==> src/rtl/converter_arbiter.sv <==
// ============================================================================
// Module   : converter_arbiter
// Brief    : Round-robin arbiter for four 16-bit requesters, followed by a
//            highest-set-bit -> gray -> one-hot conversion of the captured word.
// Optional : define CONV_ARB_DONE_COUNT_EN to add the done_count output.
// Revision : 1.0 - initial release
// ============================================================================
`default_nettype none

module converter_arbiter (
  input  logic        clk,
  input  logic        rst_n,
  input  logic [3:0]  req,
  input  logic [63:0] req_data,
  output logic [3:0]  gnt,
  output logic        out_valid,
  input  logic        out_ready,
  output logic [15:0] out_data,
  output logic [1:0]  out_id,
  output logic        out_zero,
  output logic        busy
`ifdef CONV_ARB_DONE_COUNT_EN
  ,
  output logic [15:0] done_count
`endif
);

  typedef enum logic [1:0] {
    S_IDLE = 2'd0,
    S_CONV = 2'd1,
    S_HOLD = 2'd2
  } state_t;

  state_t      r_state;
  logic [1:0]  r_ptr;
  logic [15:0] r_word;
  logic [3:0]  r_gnt;
  logic        r_valid;
  logic [15:0] r_data;
  logic [1:0]  r_id;
  logic        r_zero;

  logic [1:0]  w_sel_id;
  logic [1:0]  w_idx;
  logic [3:0]  w_b;
  logic [3:0]  w_gray;
  logic [15:0] w_onehot;

  // Descending offset scan so the requester closest after r_ptr wins.
  always_comb begin
    w_sel_id = 2'd0;
    w_idx    = 2'd0;
    for (int i = 4; i >= 1; i--) begin
      w_idx = r_ptr + 2'(i);
      if (req[w_idx]) w_sel_id = w_idx;
    end
  end

  // Zero word naturally falls out as b = 0.
  always_comb begin
    w_b = 4'd0;
    for (int k = 0; k < 16; k++) begin
      if (r_word[k]) w_b = 4'(k);
    end
    w_gray   = w_b ^ (w_b >> 1);
    w_onehot = 16'h0001 << w_gray;
  end

`ifdef CONV_ARB_DONE_COUNT_EN
  logic [15:0] r_done_count;
`endif

  always_ff @(posedge clk or negedge rst_n) begin
    if (!rst_n) begin
      r_state <= S_IDLE;
      r_ptr   <= 2'd3;
      r_word  <= 16'h0000;
      r_gnt   <= 4'b0000;
      r_valid <= 1'b0;
      r_data  <= 16'h0000;
      r_id    <= 2'd0;
      r_zero  <= 1'b0;
`ifdef CONV_ARB_DONE_COUNT_EN
      r_done_count <= 16'h0000;
`endif
    end else begin
      case (r_state)
        S_IDLE: begin
          r_gnt <= 4'b0000;
          if (|req) begin
            r_gnt   <= 4'b0001 << w_sel_id;
            r_word  <= req_data[{w_sel_id, 4'b0000} +: 16];
            r_id    <= w_sel_id;
            r_state <= S_CONV;
          end
        end
        S_CONV: begin
          r_gnt   <= 4'b0000;
          r_data  <= w_onehot;
          r_zero  <= (r_word == 16'h0000);
          r_valid <= 1'b1;
          r_state <= S_HOLD;
        end
        S_HOLD: begin
          r_gnt <= 4'b0000;
          if (out_ready) begin
            r_valid <= 1'b0;
            r_ptr   <= r_id;
            r_state <= S_IDLE;
`ifdef CONV_ARB_DONE_COUNT_EN
            r_done_count <= r_done_count + 16'd1;
`endif
          end
        end
        default: begin
          r_gnt   <= 4'b0000;
          r_valid <= 1'b0;
          r_state <= S_IDLE;
        end
      endcase
    end
  end

  assign gnt       = r_gnt;
  assign out_valid = r_valid;
  assign out_data  = r_data;
  assign out_id    = r_id;
  assign out_zero  = r_zero;
  assign busy      = (r_state != S_IDLE);
`ifdef CONV_ARB_DONE_COUNT_EN
  assign done_count = r_done_count;
`endif

endmodule

`default_nettype wire

==> config.mk <==
export PLATFORM = sky130hd
export DESIGN_NAME = converter_arbiter
export DESIGN_NICKNAME = d
export VERILOG_FILES = /design/src/rtl/converter_arbiter.sv
export SDC_FILE = /design/constraint.sdc
export NUM_CORES = 1
export LEC_CHECK = 0
export CORE_MARGIN = 3
export CORE_UTILIZATION = 43
export DETAILED_ROUTE_END_ITERATION = 8
export HOLD_SLACK_MARGIN = 0.03
export PLACE_DENSITY = 0.8
export SETUP_SLACK_MARGIN = 0.02
export SLEW_MARGIN = 10
export SYNTH_ARGS = -nofsm -noshare
export SYNTH_HDL_FRONTEND = slang
export SYNTH_SLANG_ARGS = --single-unit
==> constraint.sdc <==
create_clock -name clk -period 2.3 [get_ports clk]
set_input_delay 0.23 -clock clk [delete_from_list [all_inputs] [get_ports clk]]
set_output_delay 0.23 -clock clk [all_outputs]
set_load 0.02 [all_outputs]
==> results of run 1 <==
==> layout make-up <==
cell class              count  area [um^2]
well taps                  70         87.6
fillers                   405         1650
multi-input cells         139         1230
clock buffers               8         90.1
flip-flops and latches     44         1100
repair buffers            106         1030
inverters                   4         15.0
==> per-layer routing <==
metal | vias to the layer above | track usage, % | routed length [um]
li1 | 936 | - | -
met2 | 92 | 30.5 | 2780
met3 | 6 | 4.63 | 489
met4 | 0 | 7.60 | 82
met5 | - | 0 | 0
met1 | 912 | 24.1 | 2270
==> logic make-up after synthesis <==
family / after synthesis / share of synthesized area (%)
and+or+nand+nor: 69 / 14.0
DFF: 44 / 46.9
muxes: 38 / 28.5
AOI/OAI and AO/OA: 31 / 8.72
buffers and inverters: 9 / 1.86
==> synth_stat cells (2+ instances only) <==
master     n
or4_1      2
nor2b_1    2
a21oi_1    3
o21ai_0   14
nand2b_1   4
and2_1     2
nand3_1    2
nor3_1     4
mux2_4     8
nor4_1     2
dfstp_2    2
mux2_2    13
or2_2      2
a21boi_0   2
buf_2      2
dfrtp_1   42
mux4_1     9
nor2_1    16
clkbuf_1   2
nand3b_1   3
nand2_1   27
inv_1      3
mux4_2     7
a22o_1     3
==> worst min path at each step <==
stage             endpoint  cells after the start
2_1_floorplan       gnt[0]                      0
3_5_place_dp   out_data[8]                      1
4_1_cts         r_state[0]                      1
5_1_grt          out_valid                      1
6_report       out_data[8]                      1
3_3_place_gp   out_data[8]                      1
==> power breakdown <==
part	internal (mW)	switching [mW]	leakage, nW
sequential	1.06	0.254	0.556
clock	0.245	0.249	0.0455
combinational	1.06	0.825	0.877
==> sequential cells by signal, summed over array words and instances (netlist names) <==
signal     cells
out_zero       1
out_id         2
out_valid      1
r_state        2
gnt            4
r_ptr          2
out_data      16
r_word        16
==> timing repair <==
action | in CTS | in global routing
gates resized for setup | 0 | 2
pin swaps | 1 | 1
cloned | 0 | 1
buffers inserted | 1 | 3
endpoints found under the setup margin | 5 | 16
hold buffers | 0 | 0
==> out/metrics.cfg, run 1 <==
[run_status]
status=complete, no violations

[sta]
final_hold_viol_count=0
clock.fmax_ghz=0.446
setup_tns_ns=0
worstMarginPinSlew_ns=0.936
finalSetupViolations=0
fin_skew_ns=0.0140
slew-limit-headroom_pct=37.6
period_minus_slack_ns=2.24
worst_hold_slack_ns=0.0741
finalCritPeriodShare_pct=97.6
slew_viol_final=0
rsz0062_at_grt=false
worst_slack_ns=0.0557

[worst_hold_path]
hp-class=in2async

[final_layout]
layout-drive-gt1-share_pct=18.9
mostFrequentLayoutCells=clkdlybuf4s50_1 (94), dfrtp_1 (42), nand2_1 (27)
antenna_cells=0
fin_util_pct=68.4
fin_cells=371
area_growth_pct=51.2
finalNetCount=371
layout_commonest_cell=clkdlybuf4s50_1
fin_area_mm2=0.00356

[placement]
placedCellCount=358
place_area_mm2=0.00341
dp_worst_setup_slack_ns=-0.132
gp_congestion=0.820
dpl.hpwl_um=4410
io_buffer_count=95

[routing]
finalWirelength_um=5620
final_antenna_net_count=0
drt-pass1-iter-count=4
viasPerCell=5.25
drc=0
vias=1946
avgRoutedWirePerCell_um=15.2
drtIter0Drc=73

[synth]
synth.top_cell.area_share_pct=44.7
ys_ff_latch=44
syn_nets=262
avgSynthCellArea_um2=12.3
synth_top_flop_cell=dfrtp_1
yosysWarnings=0
yosys.area.top_type=dfrtp_1
synthCells=191
synth_edf_count=0
synth_area_leaders=dfrtp_1 (45%), mux4_1 (10%), mux4_2 (6.7%)
synth_area_mm2=0.00235
ys_types=39
seq_area_frac_synth_pct=46.9
async_reset_ff_share_pct=100

[critical_path]
r2r_end=r_word[5]
cp_slowest_stage_delay_ns=0.62
worstSetupPathDepth=6
critPathBufInv=1
cp_top_family=multiplexers
worstPathRequired_ns=2.48
timing.critical_path.cells=mux2_4, a22oi_2, buf_4, nand2_8, mux4_1, mux2_2
crit_path_top_delay_cell=dfstp_2
startpoint_type=flop
crit_fanout=9
rrSetupSlack_ns=0.06
crit_arrival_ns=2.43
reg2reg_depth=6
crit_end=r_word[5]
crit_path_end_kind=flop
timing.rr.start=r_ptr[1]
critPathLaunch=r_ptr[1]
critPathKind=reg2reg

[clock_network]
cts_buffers=5
clockBufferDepth=2
cts_num_sinks=44
clkSlewWorstSetupHoldPaths_ns=0.09
clk_latency_ns=0.30
htreeDepth=2
cts_tree=built
cts-root-buf=clkbuf_8

[power]
p_leak_nw=1.48
power_mw=3.69
ir_drop_mv=0.691
power_density_mw_per_mm2=1040

[global_routing]
track_usage_pct=18.8
grt_max_degree=45
overflow=0
grt_antenna_before_repair=0
grt_pass1_vias=1994
grt_pass1_wl_um=9340

[die]
fp.coreArea_mm2=0.00520
dieWidth_um=80.0
start_util_pct=45.2
core.rowCount=26
die_area_mm2=0.00640
die_h_um=80.0
ios=96

[job]
maxCapViolations=0

No activity file was read; power rests on OpenSTA's default activity.
==> run 2, diff against run 1 <==
ABC_CLOCK_PERIOD_IN_PS = 2300   (was default)
==> results of run 2 <==
Final layout, timing and power as in run 1 (identical DEF).
==> run 3, diff against run 2 <==
ABC_AREA = 1   (was default)
CORE_UTILIZATION = 46   (was 43)
PLACE_DENSITY = 0.81   (was 0.8)
REMOVE_ABC_BUFFERS = 1   (was default)
==> out/metrics.cfg, run 3 <==
[power]
clockPowerShare_pct=12.2
ir_drop_mv=0.830
p_leak_nw=1.98
power_mw=5.08
p_comb_share_pct=63.2
seqPwrFrac_pct=24.6
netSwitchingFraction_pct=45.9
internal-power_mw=2.75
power_density_mw_per_mm2=1300
p_switching_mw=2.33

[placement]
gp_congestion=0.822
place_area_mm2=0.00378
io_buffer_count=95
dpl.hpwl_um=4980

[synth]
async_reset_ff_share_pct=100
seq_area_frac_synth_pct=40.2
synth_area_mm2=0.00275
synthCells=405
synth_edf_count=0
synth_area_leaders=dfrtp_1 (38%), nand2_1 (14%), inv_1 (12%)
synth_most_common_cell=nand2_1
ys_ff_latch=44
synth.top_cell.area_share_pct=38.3
avgSynthCellArea_um2=6.78
yosysWarnings=0
ys_types=31
synth_top_flop_cell=dfrtp_1
yosys.area.top_type=dfrtp_1
synth_commonest_cells=nand2_1 (104), inv_1 (86), dfrtp_1 (42)

[routing]
final_antenna_net_count=0
drc=0
wl_met1_um=2720
viasPerCell=4.78
wl_met3_um=446
drt-pass1-iter-count=4
wl_met2_um=3220
finalWirelength_um=6440
top_layer_used=met4
avgRoutedWirePerCell_um=11.3
vias=2725
drtIter0Drc=169

[critical_path]
cp_slowest_stage_delay_ns=0.44
critPathKind=reg2reg
startpoint_type=flop
crit_path_end_kind=flop
critPathBufInv=1
crit_fanout=7
crit_path_top_delay_cell=o21ai_1
rrSetupSlack_ns=0.20
timing.critical_path.cells=nor4_1, o21ai_0, o21ai_1, inv_1, nand4_1, o21bai_1
worstSetupPathDepth=6
cp_top_family=compound AO/OA/AOI/OAI gates
worstPathRequired_ns=2.49
crit_arrival_ns=2.29
reg2reg_depth=6

[worst_hold_path]
hp-class=in2async

[clock_network]
cts_hold_buf=0
cts-root-buf=clkbuf_8
clockBufferDepth=2
htreeDepth=2
cts_tree=built
ctsResizeCount=0
clk_latency_ns=0.30
clkSlewWorstSetupHoldPaths_ns=0.09
cts_buffers=5
cts_num_sinks=44

[sta]
rsz0062_at_grt=false
period_minus_slack_ns=2.10
finalSetupViolations=0
slew_viol_final=0
clock.fmax_ghz=0.476
finalCritPeriodShare_pct=91.3
setup_tns_ns=0
worstMarginPinSlew_ns=0.949
fin_skew_ns=0.00956
slew-limit-headroom_pct=36.7
final_hold_viol_count=0

[final_layout]
regArea_mm2=0.00110
fin_area_mm2=0.00391
antenna_cells=0
multi_input_area_mm2=0.00123
layout_commonest_cell=nand2_1
finalNetCount=568
fillers=476
fin_util_pct=69.4
area_growth_pct=42.5
mostFrequentLayoutCells=nand2_1 (104), clkdlybuf4s50_1 (94), inv_1 (86)
layout-drive-gt1-share_pct=4.62

[die]
die_area_mm2=0.00693
ios=96
start_util_pct=48.7
dieWidth_um=83.3
fp.coreArea_mm2=0.00564
die_h_um=83.3
core.rowCount=27

[global_routing]
grt_pass1_wl_um=11000
grt_pass1_vias=2578
grt_antenna_before_repair=0
overflow=0
track_usage_pct=18.7
grt_max_degree=45

[run_status]
status=complete, no violations

[job]
maxCapViolations=0

## run 3: changes by cell type after synthesis, moves of 7 or more
cell	before	now
inv_1	3	86
nand2_1	27	104
nand3_1	2	24
nor2_1	16	37
a31oi_1	1	16
a21oi_1	3	16
mux2_2	13	0
nand4_1	1	13
mux4_1	9	0
or2_0	0	9
mux2_4	8	0
buf_2	2	9
mux4_2	7	0
o21ai_0	14	7
## run 3: per-layer routing
| layer | global-route usage (%) | vias up |
|---|---|---|
| li1 | - | 1439 |
| met1 | 21.9 | 1189 |
| met2 | 34.1 | 90 |
| met3 | 4.76 | 7 |
| met4 | 4.46 | 0 |
| met5 | 0 | - |
## run 3: through the flow
step	worst slack, ns	cells	hold slack [ns]
finish	0.201	570	0.0747
floorplan	0.0744	389	-0.0656
detailed placement	0.0876	561	0.432
CTS	0.195	569	0.102
global placement	0.145	561	0.424
global route	0.0272	570	0.141
## run 3: cell type report
cell class,instances,area share [%]
clock buffer,6,2.11
clock inverter,2,0.991
inverter,87,8.35
multi-input combinational,258,31.4
sequential,44,28.2
tap,72,2.30
timing repair buffer,101,26.6
## run 3: power groups by stage
| stage | Clock [mW] | Sequential, mW | Combinational, mW |
|---|---|---|---|
| 2_1_floorplan | 0 | 1.34 | 1.97 |
| 3_3_place_gp | 0 | 1.25 | 3.13 |
| 3_5_place_dp | 0 | 1.26 | 3.23 |
| 4_1_cts | 0.637 | 1.25 | 3.24 |
| 5_1_grt | 0.664 | 1.29 | 3.63 |
| 6_report | 0.620 | 1.25 | 3.21 |
## run 3: logic make-up (layout without fill, tap and decap cells)
kind of cell	count (synthesis)	after routing	share of synthesized area, %
and+or+nand+nor	201	201	32.1
buffers and inverters	103	196	15.1
AOI/OAI and AO/OA	55	55	12.0
DFF	44	44	40.2
xor gates and xnor gates	2	2	0.638
## run 3: timing repair
action | in CTS | in global routing
endpoints found under the setup margin | 0 | 1
buffers inserted | 0 | 1
hold endpoints to repair | 0 | 0
## run 3: path summary, 6_finish.rpt
path	start	endpoint
setup / recovery	r_word[15]	out_data[10]
hold / removal	rst_n	out_valid
setup reg to reg	r_word[15]	out_data[10]
hold reg to reg	out_data[11]	out_data[11]
max in group asynchronous	rst_n	r_word[10]
min in group clk	out_data[11]	out_data[11]
